===== config.mk =====
export PLATFORM = sky130hd
export DESIGN_NAME = memory_reader
export DESIGN_NICKNAME = d
export VERILOG_FILES = /design/src/rtl/snn_pkg.sv /design/src/rtl/memory_reader_addr_wrap_inc.sv /design/src/rtl/memory_reader.sv
export SDC_FILE = /design/constraint.sdc
export NUM_CORES = 1
export LEC_CHECK = 0
export ABC_AREA = 1
export CAP_MARGIN = 5
export CORE_UTILIZATION = 28
export DETAILED_ROUTE_END_ITERATION = 16
export PLACE_DENSITY_LB_ADDON = 0.05
export SLEW_MARGIN = 20
export SYNTH_ARGS = -nofsm -noshare
export SYNTH_HDL_FRONTEND = slang
export SYNTH_SLANG_ARGS = --single-unit
export TNS_END_PERCENT = 50

===== constraint.sdc =====
create_clock -name clk -period 2.27 [get_ports clk]
set_input_delay 0.454 -clock clk [delete_from_list [all_inputs] [get_ports clk]]
set_output_delay 0.454 -clock clk [all_outputs]
set_load 0.005 [all_outputs]

===== src/rtl/snn_pkg.sv =====
// Shared definitions for the SNN memory blocks: default geometry of the
// word memory and the burst reader FSM state encoding.
package snn_pkg;

  localparam int SNN_M  = 320;
  localparam int SNN_N  = 8;
  localparam int SNN_AW = 9;

  localparam int ST_W = 2;

  localparam logic [ST_W-1:0] ST_IDLE   = 2'd0;
  localparam logic [ST_W-1:0] ST_FETCH  = 2'd1;
  localparam logic [ST_W-1:0] ST_SEND   = 2'd2;
  localparam logic [ST_W-1:0] ST_FINISH = 2'd3;

endpackage


===== src/rtl/memory_reader_addr_wrap_inc.sv =====
// Address incrementer for an M-word memory: steps to the next word and
// wraps from the top word back to word 0.
module addr_wrap_inc #(
  parameter int AW = 9,
  parameter int M  = 320
) (
  input  logic [AW-1:0] addr,
  output logic [AW-1:0] next_addr
);

  // >= rather than == so a stray out-of-range address also recovers to 0
  always_comb begin
    if (addr >= AW'(M - 1)) begin
      next_addr = '0;
    end else begin
      next_addr = addr + 1'b1;
    end
  end

endmodule


===== src/rtl/memory_reader.sv =====
// Burst reader: walks a wrapping address range of a combinational-read
// memory and streams the words downstream over a valid/ready port.
module memory_reader
  import snn_pkg::*;
#(
  parameter int M  = SNN_M,
  parameter int N  = SNN_N,
  parameter int AW = SNN_AW
) (
  input  logic            clk,
  input  logic            reset_n,
  input  logic            start,
  input  logic [AW-1:0]   start_addr,
  input  logic [AW-1:0]   length,
  output logic [AW-1:0]   mem_addr,
  input  logic [N-1:0]    mem_data,
  output logic [N-1:0]    out_data,
  output logic            out_valid,
  input  logic            out_ready,
  output logic            out_last,
  output logic            busy,
  output logic            done,
  output logic            err,
  output logic [ST_W-1:0] state_dbg
);

  // Handshake: a word transfers on a rising edge where out_valid and
  // out_ready are both high; while out_valid is high and out_ready is low,
  // out_data, out_last and mem_addr hold their values.

  logic [ST_W-1:0] state;
  logic [ST_W-1:0] state_next;
  logic [AW-1:0]   addr_q;
  logic [AW-1:0]   addr_inc;
  logic [AW-1:0]   count_q;
  logic [N-1:0]    data_q;
  logic            err_q;

  logic start_in_range;
  logic start_accept;
  logic start_empty;
  logic start_reject;
  logic last_word;
  logic handshake;

  addr_wrap_inc #(
    .AW (AW),
    .M  (M)
  ) u_addr_wrap_inc (
    .addr      (addr_q),
    .next_addr (addr_inc)
  );

  // Widened by one bit so M == 2**AW still compares correctly
  assign start_in_range = ({1'b0, start_addr} < (AW + 1)'(M));

  assign start_reject = (state == ST_IDLE) && start && !start_in_range;
  assign start_empty  = (state == ST_IDLE) && start && start_in_range && (length == '0);
  assign start_accept = (state == ST_IDLE) && start && start_in_range && (length != '0);

  assign last_word = (count_q == AW'(1));
  assign handshake = (state == ST_SEND) && out_ready;

  always_comb begin
    state_next = state;
    case (state)
      ST_IDLE: begin
        if (start_accept) begin
          state_next = ST_FETCH;
        end else if (start_empty) begin
          state_next = ST_FINISH;
        end
      end
      ST_FETCH: begin
        state_next = ST_SEND;
      end
      ST_SEND: begin
        if (out_ready) begin
          state_next = last_word ? ST_FINISH : ST_FETCH;
        end
      end
      ST_FINISH: begin
        state_next = ST_IDLE;
      end
      default: begin
        state_next = ST_IDLE;
      end
    endcase
  end

  always_ff @(posedge clk or negedge reset_n) begin
    if (!reset_n) begin
      state <= ST_IDLE;
    end else begin
      state <= state_next;
    end
  end

  // Address stays on the final word after the last handshake so mem_addr
  // keeps its last value while idle.
  always_ff @(posedge clk or negedge reset_n) begin
    if (!reset_n) begin
      addr_q  <= '0;
      count_q <= '0;
    end else if (start_accept) begin
      addr_q  <= start_addr;
      count_q <= length;
    end else if (handshake) begin
      count_q <= count_q - 1'b1;
      if (!last_word) begin
        addr_q <= addr_inc;
      end
    end
  end

  always_ff @(posedge clk or negedge reset_n) begin
    if (!reset_n) begin
      data_q <= '0;
    end else if (state == ST_FETCH) begin
      data_q <= mem_data;
    end
  end

  always_ff @(posedge clk or negedge reset_n) begin
    if (!reset_n) begin
      err_q <= 1'b0;
    end else begin
      err_q <= start_reject;
    end
  end

  assign mem_addr  = addr_q;
  assign out_data  = data_q;
  assign out_valid = (state == ST_SEND);
  assign out_last  = (state == ST_SEND) && last_word;
  assign busy      = (state == ST_FETCH) || (state == ST_SEND);
  assign done      = (state == ST_FINISH);
  assign err       = err_q;
  assign state_dbg = state;

endmodule


==> results.ini <==
[run_status]
status=finished clean

[sta]
slew_headroom_pct=71.64
tightest_slew_ns=0.4254
clock_skew_ns=0.002358
max_freq_ghz=0.4567
setup_viol=0
layout_setup_ws_ns=0.08032
finalCritPeriodShare_pct=96.46
tns_ns=0
hold_viol_final=0
min_period_ns=2.190
slew_violations=0

[layout]
final_core_util_pct=41.95
syn_to_final_growth_pct=44.37
nFillCells=689
regArea_um2=725.7
drive_gt1_share_pct=14.15
diodes=0
final_net_count=348
multi_input_area_um2=1040
stdcell_area_um2=2679

[setup_path]
worstPathRequired_ns=1.82
crit_buf_inv=3
crit_start=count_q[1]
start_kind=flip-flop
r2r_start=state_dbg[0]
path_class=flip-flop to output pin
slowest_stage=clkdlybuf4s50_1
critPathMaxFanout=2
ff2ff_path_depth=10
cp-end-kind=output pin
cp.arrival_ns=1.74
r2r_slack_ns=0.41
timing.rr.end=mem_addr[5]
critPathMaxStageDelay_ns=0.49
path_depth=7
worstPathCellList=inv_2, ha_2, nand3_4, nor2_4, nand2_2, inv_1, clkdlybuf4s50_1
cp-endpoint=out_last
path_delay_family=buffers and inverters

[route]
routed_wl_um=4894
wire_per_inst_um=12.61
drtIter0Drc=63
drcViolationCount=0
vias=1744
drtAntennaViolNets=0
avgViaCountPerCell=4.495
first_pass_iters=4

[global_routing]
grt_use_total_pct=15.14
met2_usage_pct=23.77
grt_pass1_wl_um=8390
first_global_vias=1781
met1_usage_pct=20.24
grt_start_max_net_pins=30
antenna_found_initial=0
grt_most_used_layer=met2
grt-ovfl-total=0
use_met3_pct=3.678

[power_and_ir_drop]
intPower_w=0.002003
irDropWorstVdd_mv=0.5141
p_sw_share_pct=39.93
pwr-share-clk_pct=14.6
p_leak_nw=1.260
total_power_w=0.003334
combPwrFrac_pct=54.2
pwr-share-seq_pct=31.1
p_sw_w=0.001331
cellPowerDensity_nw_per_um2=1245

[run]
cap_violations=0

[clocking]
cts_sinks=29
cts_buffers=5
cts_tree=done
ctsLongestPathBuffers=2
root_buffer=clkbuf_8
clock_latency_ns=0.28
cts_htree_levels=2
path_clk_slew_ns=0.07
cts_hold_buf=0

[yosys]
synth_area_leaders=dfrtp_1 (39%), nand2_1 (16%), nand3_1 (8.9%), inv_1 (5.7%), ha_1 (5.4%)
seq_area_frac_synth_pct=39.11
syn-num-nets=282
ys_ff_latch=29
yosys.area.top_type_share_pct=39.11
yosysTopAreaCell=dfrtp_1
yosys_warnings=0
synth_cell_types=24
synthCells=244
synth.avg_cell_area_um2=7.605
synthesis.area_um2=1856

[placement]
io_buffers=53
routabilityCongestion=0.7944
postPlaceCellArea_um2=2510
dp_hpwl_um=3611
dp_slack_ns=0.1403

[floorplan]
fp-row-count=29
initial_core_util_pct=29.06
io_pins=54
fp.dieH_um=83.41
die_x_um=83.41
dieArea_um2=6956
core_area_um2=6386

[worst_hold_path]
hp-class=flip-flop to flip-flop

[logic make-up (layout without fill, tap and decap cells)]
| group | after synthesis | count (layout) | share of synthesized area [%] |
|---|---|---|---|
| AOI/OAI and AO/OA | 6 | 6 | 2.427 |
| and+or+nand+nor | 149 | 149 | 35.20 |
| muxes | 8 | 8 | 4.855 |
| DFF | 29 | 29 | 39.11 |
| adders and majority gates | 8 | 8 | 5.395 |
| buffers and inverters | 31 | 98 | 6.878 |
| xor gates and xnor gates | 13 | 13 | 6.136 |
[synth_stat cells (all sizes together)]
cell type,count
xor2,8
nor2,30
dfrtp,29
nand3,34
nand3b,1
mux2,8
xnor2,5
nand4,1
ha,8
inv,28
o21ai,6
nor3,1
nand2,82
buf,2
clkbuf,1
[placed cells by master, fill, tap and decap left out]
master,count
nand3b_1,1
nor3_1,1
inv_1,27
xor2_1,8
buf_4,8
mux2_2,8
clkdlybuf4s50_1,53
ha_1,6
xnor2_1,5
dfrtp_1,29
nor2_2,5
nand3_4,1
o21ai_2,1
ha_2,2
nor2_8,1
nand4_1,1
buf_12,1
inv_2,1
clkbuf_8,7
nand2_1,79
nor2_1,21
nand2_2,3
o21ai_4,1
nand3_1,32
clkinv_2,1
nor2_4,3
nand3_2,1
o21ai_1,1
o21ai_0,3
[state kept, by name, summed over array words and instances (netlist names)]
signal / cells
out_data: 8
state_dbg: 2
mem_addr: 9
err: 1
count_q: 9
[stage by stage]
step / hold WS, ns / cells
4_1_cts: 0.5110 / 386
5_1_grt: 0.5329 / 388
6_report: 0.5062 / 388
2_1_floorplan: 0.1584 / 244
3_5_place_dp: 0.4953 / 376
3_3_place_gp: 0.4897 / 376
[worst register-to-register path, cell delays in order (launching register included)]
cell	delay (ns)
dfrtp_1	0.43
inv_1	0.13
ha_1	0.22
nand2_1	0.10
nor2_2	0.25
o21ai_1	0.22
buf_4	0.21
nand3_1	0.06
nand2_1	0.05
inv_1	0.05
nand2_1	0.05
[power groups by stage]
stage / logic (W) / registers (W) / clock network [W]
2_1_floorplan: 0.00101 / 0.00100 / 0
3_3_place_gp: 0.00173 / 0.00105 / 0
3_5_place_dp: 0.00172 / 0.00104 / 0
4_1_cts: 0.00177 / 0.00104 / 0.000503
5_1_grt: 0.00206 / 0.00108 / 0.000521
6_report: 0.00181 / 0.00104 / 0.000487
[cell type report]
class,instances,share of cell area [%]
Clock buffer,7,3.596
Sequential cell,29,27.09
Timing Repair Buffer,62,22.79
Clock inverter,1,0.1868
Tap cell,77,3.596
Inverter,28,3.923
Multi-Input combinational cell,184,38.81
[how the worst min path moves through the flow]
stage | depth (start not counted) | endpoint | from
2_1_floorplan | 0 | count_q[0] | reset_n
3_3_place_gp | 1 | out_data[0] | out_data[0]
3_5_place_dp | 1 | out_data[3] | out_data[3]
4_1_cts | 1 | out_data[1] | out_data[1]
5_1_grt | 2 | count_q[6] | count_q[6]
6_report | 1 | out_data[1] | out_data[1]
[layer usage]
metal  vias to the layer above  routed length (um)
met3                         7                 250
met1                       799                2416
li1                        895                   -
met2                        43                2165
met5                         -                   0
met4                         0                  61
[repair_timing]
action                     in CTS  in global routing
gates resized for setup         3                  8
pin swaps                       2                  4
buffers inserted                2                  2
setup endpoints to repair       1                  1
Note: power is estimated with default switching activity, not from simulation.
